==> config.mk <==
export PLATFORM = sky130hd
export DESIGN_NAME = i281_register_file_flat
export DESIGN_NICKNAME = d
export VERILOG_FILES = /design/src/rtl/i281_register_file_if.sv /design/src/rtl/i281_register_file.sv /design/src/flat_wrapper.sv
export SDC_FILE = /design/constraint.sdc
export NUM_CORES = 1
export LEC_CHECK = 0
export CAP_MARGIN = 30
export CORE_MARGIN = 8
export CORE_UTILIZATION = 44
export DETAILED_ROUTE_END_ITERATION = 7
export GPL_ROUTABILITY_DRIVEN = 0
export GPL_TIMING_DRIVEN = 0
export PLACE_DENSITY = 0.91
export SYNTH_ARGS = -nofsm -noshare
export SYNTH_HDL_FRONTEND = slang
export SYNTH_SLANG_ARGS = --single-unit
==> constraint.sdc <==
create_clock -name clk_i -period 3.1 [get_ports clk_i]
set_input_delay 0.62 -clock clk_i [delete_from_list [all_inputs] [get_ports clk_i]]
set_output_delay 0.62 -clock clk_i [all_outputs]
set_load 0.01 [all_outputs]
==> src/rtl/i281_register_file_if.sv <==
// i281 register file bus: writeback port, two operand read ports and
// the observation outputs (live register words and committed-write count).
// master = writeback stage / operand consumer, slave = the register file.
interface i281_register_file_if #(
    parameter int N = 16
);
    logic         stall;
    logic         writeEnable;
    logic [1:0]   writeSelect;
    logic [N-1:0] writeData;
    logic [1:0]   readSelectA;
    logic [1:0]   readSelectB;
    logic [N-1:0] readDataA;
    logic [N-1:0] readDataB;
    logic [N-1:0] regA;
    logic [N-1:0] regB;
    logic [N-1:0] regC;
    logic [N-1:0] regD;
    logic [15:0]  writeCount;

    modport master (
        output stall, writeEnable, writeSelect, writeData, readSelectA, readSelectB,
        input  readDataA, readDataB, regA, regB, regC, regD, writeCount
    );

    modport slave (
        input  stall, writeEnable, writeSelect, writeData, readSelectA, readSelectB,
        output readDataA, readDataB, regA, regB, regC, regD, writeCount
    );
endinterface

==> src/rtl/i281_register_file.sv <==
// i281 four-entry general-purpose register file (A, B, C, D).
// One clocked write port, two combinational read ports, every register word
// exposed for the operand muxes and the visualizer, plus a wrapping count of
// committed writes.
// Optional feature: define REGFILE_BYPASS_EN to forward the writeback value
// to a read port whose select matches the register being written this cycle.
module i281_register_file #(
    parameter int           N       = 16,
    parameter logic [N-1:0] RST_VAL = '0
) (
    input  logic                   clk_i,
    input  logic                   rst_i,
    i281_register_file_if.slave    bus
);

    logic [N-1:0] regFileQ [4];
    logic [N-1:0] regFileD [4];
    logic [15:0]  writeCountQ;
    logic [15:0]  writeCountD;
    logic         commit;
    logic [N-1:0] readDataA;
    logic [N-1:0] readDataB;

    // A write commits only when enabled, not stalled and not being reset.
    assign commit = bus.writeEnable && !bus.stall && !rst_i;

    // Next-state: only the selected register takes the write data; an
    // unresolvable select matches no case item, so nothing is written.
    always_comb begin
        for (int i = 0; i < 4; i++) begin
            regFileD[i] = regFileQ[i];
        end
        writeCountD = writeCountQ;
        if (commit) begin
            case (bus.writeSelect)
                2'd0: begin
                    regFileD[0] = bus.writeData;
                    writeCountD = writeCountQ + 16'd1;
                end
                2'd1: begin
                    regFileD[1] = bus.writeData;
                    writeCountD = writeCountQ + 16'd1;
                end
                2'd2: begin
                    regFileD[2] = bus.writeData;
                    writeCountD = writeCountQ + 16'd1;
                end
                2'd3: begin
                    regFileD[3] = bus.writeData;
                    writeCountD = writeCountQ + 16'd1;
                end
                default: begin
                    writeCountD = writeCountQ;
                end
            endcase
        end
    end

    // Register state and write counter, synchronous reset wins over any write.
    always_ff @(posedge clk_i) begin
        if (rst_i) begin
            for (int i = 0; i < 4; i++) begin
                regFileQ[i] <= RST_VAL;
            end
            writeCountQ <= 16'd0;
        end else begin
            for (int i = 0; i < 4; i++) begin
                regFileQ[i] <= regFileD[i];
            end
            writeCountQ <= writeCountD;
        end
    end

`ifdef REGFILE_BYPASS_EN
    // Read ports forward the in-flight write when the selects match.
    always_comb begin
        readDataA = regFileQ[bus.readSelectA];
        readDataB = regFileQ[bus.readSelectB];
        if (commit && (bus.readSelectA == bus.writeSelect)) begin
            readDataA = bus.writeData;
        end
        if (commit && (bus.readSelectB == bus.writeSelect)) begin
            readDataB = bus.writeData;
        end
    end
`else
    // Read ports reflect stored state only; a write shows up after the edge.
    always_comb begin
        readDataA = regFileQ[bus.readSelectA];
        readDataB = regFileQ[bus.readSelectB];
    end
`endif

    assign bus.readDataA  = readDataA;
    assign bus.readDataB  = readDataB;
    assign bus.regA       = regFileQ[0];
    assign bus.regB       = regFileQ[1];
    assign bus.regC       = regFileQ[2];
    assign bus.regD       = regFileQ[3];
    assign bus.writeCount = writeCountQ;

endmodule

==> src/flat_wrapper.sv <==
// flat-port wrapper written by rule: the top's interface ports become plain ports
module i281_register_file_flat 
#(
    parameter int           N       = 16,
    parameter logic [N-1:0] RST_VAL = '0
)
  (clk_i, rst_i, bus_stall, bus_writeEnable, bus_writeSelect, bus_writeData, bus_readSelectA, bus_readSelectB, bus_readDataA, bus_readDataB, bus_regA, bus_regB, bus_regC, bus_regD, bus_writeCount);
  i281_register_file_if #(.N(N)) bus_i ();
  input  logic clk_i;
  input  logic rst_i;
  input wire logic [$bits(bus_i.stall)-1:0] bus_stall;
  input wire logic [$bits(bus_i.writeEnable)-1:0] bus_writeEnable;
  input wire logic [$bits(bus_i.writeSelect)-1:0] bus_writeSelect;
  input wire logic [$bits(bus_i.writeData)-1:0] bus_writeData;
  input wire logic [$bits(bus_i.readSelectA)-1:0] bus_readSelectA;
  input wire logic [$bits(bus_i.readSelectB)-1:0] bus_readSelectB;
  output wire logic [$bits(bus_i.readDataA)-1:0] bus_readDataA;
  output wire logic [$bits(bus_i.readDataB)-1:0] bus_readDataB;
  output wire logic [$bits(bus_i.regA)-1:0] bus_regA;
  output wire logic [$bits(bus_i.regB)-1:0] bus_regB;
  output wire logic [$bits(bus_i.regC)-1:0] bus_regC;
  output wire logic [$bits(bus_i.regD)-1:0] bus_regD;
  output wire logic [$bits(bus_i.writeCount)-1:0] bus_writeCount;
  assign bus_i.stall = bus_stall;
  assign bus_i.writeEnable = bus_writeEnable;
  assign bus_i.writeSelect = bus_writeSelect;
  assign bus_i.writeData = bus_writeData;
  assign bus_i.readSelectA = bus_readSelectA;
  assign bus_i.readSelectB = bus_readSelectB;
  assign bus_readDataA = bus_i.readDataA;
  assign bus_readDataB = bus_i.readDataB;
  assign bus_regA = bus_i.regA;
  assign bus_regB = bus_i.regB;
  assign bus_regC = bus_i.regC;
  assign bus_regD = bus_i.regD;
  assign bus_writeCount = bus_i.writeCount;
  i281_register_file #(.N(N), .RST_VAL(RST_VAL)) u_core (.clk_i(clk_i), .rst_i(rst_i), .bus(bus_i));
endmodule
---- Yosys cells after proc, flatten, opt, wreduce, memory -nomap -nowiden ----
Memory sizes are Yosys's and may differ from the RTL's.
Index checks and enable logic that the tools add are counted.
word-level totals
  memories kept ........................... 1
  bits in registers ....................... 16
  input bits .............................. 26
  RAM bits ................................ 64
  word-level logic and storage cells ...... 29
  output and inout port bits .............. 112
memory list
  memory           depth  bits a word  read ports  clocked after memory_dff  wr ports  RTL line                  text
  u_core.regFileQ  4      16           6           0                         4         i281_register_file.sv:16  logic [N-1:0] regFileQ [4];
cells by class
  muxes and demuxes ....................... 13
  add/sub/neg operators ................... 1
  reduce and logical (&&, ||, !) cells .... 6
  equality and inequality tests ........... 3
  bitwise operators ....................... 4
operators with widths
  kind                                                             number
  16-bit 2-to-1 mux                                                9
  64-bit 2-to-1 mux                                                1
  16-bit by 1-bit adder with 16-bit output, second input constant  1
  2-bit == test, second input constant                             2
  1-bit bitwise OR                                                 4
  4-bit OR reduction                                               1
  1-bit 2-to-1 mux                                                 3
  2-bit by 1-bit == test with 1-bit output, second input constant  1
  1-bit logical AND                                                2
  1-bit zero test                                                  2
  2-bit zero test                                                  1

---- Longest topological paths before layout ----
  depth after elaboration ................. 5
  depth in mapped cells ................... 8
  depth with buffers taken out ............ 5

---- Worst setup path before layout ----
Ideal clock, no wire load.
  path type ............................... input to output
  from .................................... input port bus_readSelectA[0]
  to ...................................... output port bus_readDataA[10]
  arrival time ............................ 2055 ps
  setup slack ............................. 425 ps
  cell stages on the path ................. 3
  path through ............................ clkbuf_1 > buf_1 > mux4_2
between the ends
  longest elaborated chain between the ends .. 1
RTL lines
  what               RTL line            text
  start, declared    flat_wrapper.sv:15  input wire logic [$bits(bus_i.readSelectA)-1:0] bus_readSelectA;
  memory 4 x 16 bit  -
  end, declared      flat_wrapper.sv:17  output wire logic [$bits(bus_i.readDataA)-1:0] bus_readDataA;
No other way between the ends.

---- Worst setup path after layout ----
  from .................................... input port bus_readSelectB[0]
  to ...................................... output port bus_readDataB[7]
between the ends
  longest elaborated chain between the ends .. 1
RTL lines
  what               RTL line            text
  start, declared    flat_wrapper.sv:16  input wire logic [$bits(bus_i.readSelectB)-1:0] bus_readSelectB;
  memory 4 x 16 bit  -
  end, declared      flat_wrapper.sv:18  output wire logic [$bits(bus_i.readDataB)-1:0] bus_readDataB;
No other way between the ends.

==> reports/results.tsv <==
metric	value	unit
critPathKind	primary input to output port	
synth_area	0.00371	mm^2
peakVddDrop	232	uV
p_leak	0.00172	uW
fin_skew	4.82	ps
cp-start-kind	primary input	
required	2480	ps
syn_nets	435	
rsz0062_at_grt	no	
async_reset_ff_share	0	%
synth_cell_types	32	
grt_max_degree	14	
start_util	45.3	%
grt_pass1_wl	19900	um
clock_latency	340	ps
vias	3686	
ys_ff_latch	80	
grt.met3_usage	5.57	%
worst_path_largest_cell_delay	550	ps
finalWirelength	12900	um
rows	33	
drv_slew	0	
syn_to_final_growth	44.1	%
fillers	665	
hold_violations	0	
io_pins	138	
synth_cells	408	
cts_made_buffers	9	
h-tree-depth	3	
postCtsHoldBufs	0	
grt_overflow_total	0	
instances_no_fill	659	
ys.flop_type	dfxtp_1	
slew_headroom	39.7	%
power	1960	uW
grtUsageMet2	39.2	%
period_minus_slack	2970	ps
clk_pin_slew	80	ps
numPortBuffers	130	
fmax	337	MHz
top_usage_layer	met2	
wl_per_cell	19.6	um
p_per_area	368	mW/mm^2
die_h	108	um
slowest_stage	mux4_2	
grt_pass1_vias	3843	
nets	576	
worstPathCellList	clkbuf_2 -> buf_2 -> mux4_2 -> clkdlybuf4s50_1	
clkSinkCount	80	
antenna_found_initial	0	
synth_enable_flop_cells	0	
final_common_cell	nand2_1	
postSynthAreaPerCell	9.08	um^2
cp_max_fo	10	
n_antenna_cell	0	
dp.cells	643	
ys.warnings.count	0	
cts_max_path_buffers	2	
cp-end-kind	output port	
drt-pass1-iter-count	6	
yosysSeqAreaShare	43.2	%
track_usage	21.9	%
cts_tree	yes	
drt_iter0_markers	281	
viasPerCell	5.59	
worst-slew-pin-transition	898	ps
drc_errors	0	
clockRootBuffer	clkbuf_8	
hpwlAfterDp	9740	um
post-cts-setup-buffers	0	
final_cell_mix	nand2_1, clkdlybuf4s50_1, dfxtp_1, a21oi_1, mux4_2	
arrival	2350	ps
setup_viol	0	
dieWidth	108	um
drive_gt1_share	11.2	%
use_met1	24.5	%
detail-route-antenna-nets	0	
cap_violations	0	
fin_crit_sh	95.7	%
die-area	0.0116	mm^2
status	finished, final reports clean	
hold_class	flop to flop	
core_area	0.00818	mm^2
-- metrics by stage --
stage               hold WS, ps  util (%)  cell area (um^2)  TNS (ps)  worst slack, ps
floorplan                   497         -              3710         0              425
detailed placement          475      62.9              5140    -11380             -476
global placement            464      62.9              5140     -7760             -384
CTS                         484      65.3              5340         0             9.17
global route                510      65.3              5340         0             43.8
finish                      482      65.3              5340         0              135
-- state kept, by name, indices dropped and copies added, names as in the netlist --
name / flops
u_core.regFileQ: 64
u_core.bus.writeCount: 16
-- critical path, delay by kind of cell --
kind | cells | cell delay [ps]
buffers and inverters | 3 | 1160
multiplexers | 1 | 550
-- power breakdown --
group          internal [uW]  switching [uW]
logic                   94.6             106
clock network            332             378
registers               1040            13.8
total                   1470             497
-- worst paths after layout --
| check | start | end | slack [ps] | depth (start not counted) |
|---|---|---|---|---|
| hold / removal | u_core.bus.writeCount[15] | u_core.bus.writeCount[15] | 480 | 2 |
| setup reg to reg | u_core.bus.writeCount[2] | u_core.bus.writeCount[15] | 1310 | 5 |
| setup / recovery | bus_readSelectB[0] | bus_readDataB[7] | 130 | 4 |
| hold reg to reg | u_core.bus.writeCount[15] | u_core.bus.writeCount[15] | 480 | 2 |
-- cell families (layout without fill, tap and decap cells) --
| kind of cell | count (synthesis) | count (layout) | share of synthesized area, % |
|---|---|---|---|
| and+or+nand+nor | 177 | 177 | 20.7 |
| AOI/OAI and AO/OA | 74 | 74 | 10.1 |
| adders and majority gates | 1 | 1 | 0.338 |
| buffers and inverters | 33 | 179 | 3.61 |
| muxes | 33 | 33 | 19.7 |
| xor gates and xnor gates | 10 | 10 | 2.36 |
| DFF | 80 | 80 | 43.2 |
-- cell usage after synthesis, drive strengths merged, types with 4 or more instances --
library cell	instances	area, um^2
nand2	133	499
dfxtp	80	1600
a21oi	69	345
mux4	32	721
clkbuf	27	103
nor2	11	41.3
xor2	7	61.3
or3	6	37.5
buf	5	27.5
nand3	5	25.0
nand4	5	31.3
o21ai	4	20.0
-- per-layer routing --
| metal | vias to the layer above | wire length, um |
|---|---|---|
| li1 | 1706 | - |
| met1 | 1798 | 4940 |
| met2 | 167 | 6770 |
| met3 | 15 | 1060 |
| met4 | 0 | 172 |
| met5 | - | 0 |
-- layout make-up --
type | count | area (um^2) | area share [%]
multi-input cells | 295 | 1980 | 37.0
flip-flops and latches | 80 | 1600 | 30.0
repair buffers | 130 | 1300 | 24.4
clock buffers | 11 | 151 | 2.84
plain buffers | 32 | 143 | 2.67
well taps | 105 | 131 | 2.46
clock inverters | 5 | 31.3 | 0.586
inverters | 1 | 3.75 | 0.0703
-- timing repair --
action	CTS	global route
gates cloned	0	0
endpoints found under the setup margin	28	24
resized for setup	10	9
Power figures use the tool's default switching activity.
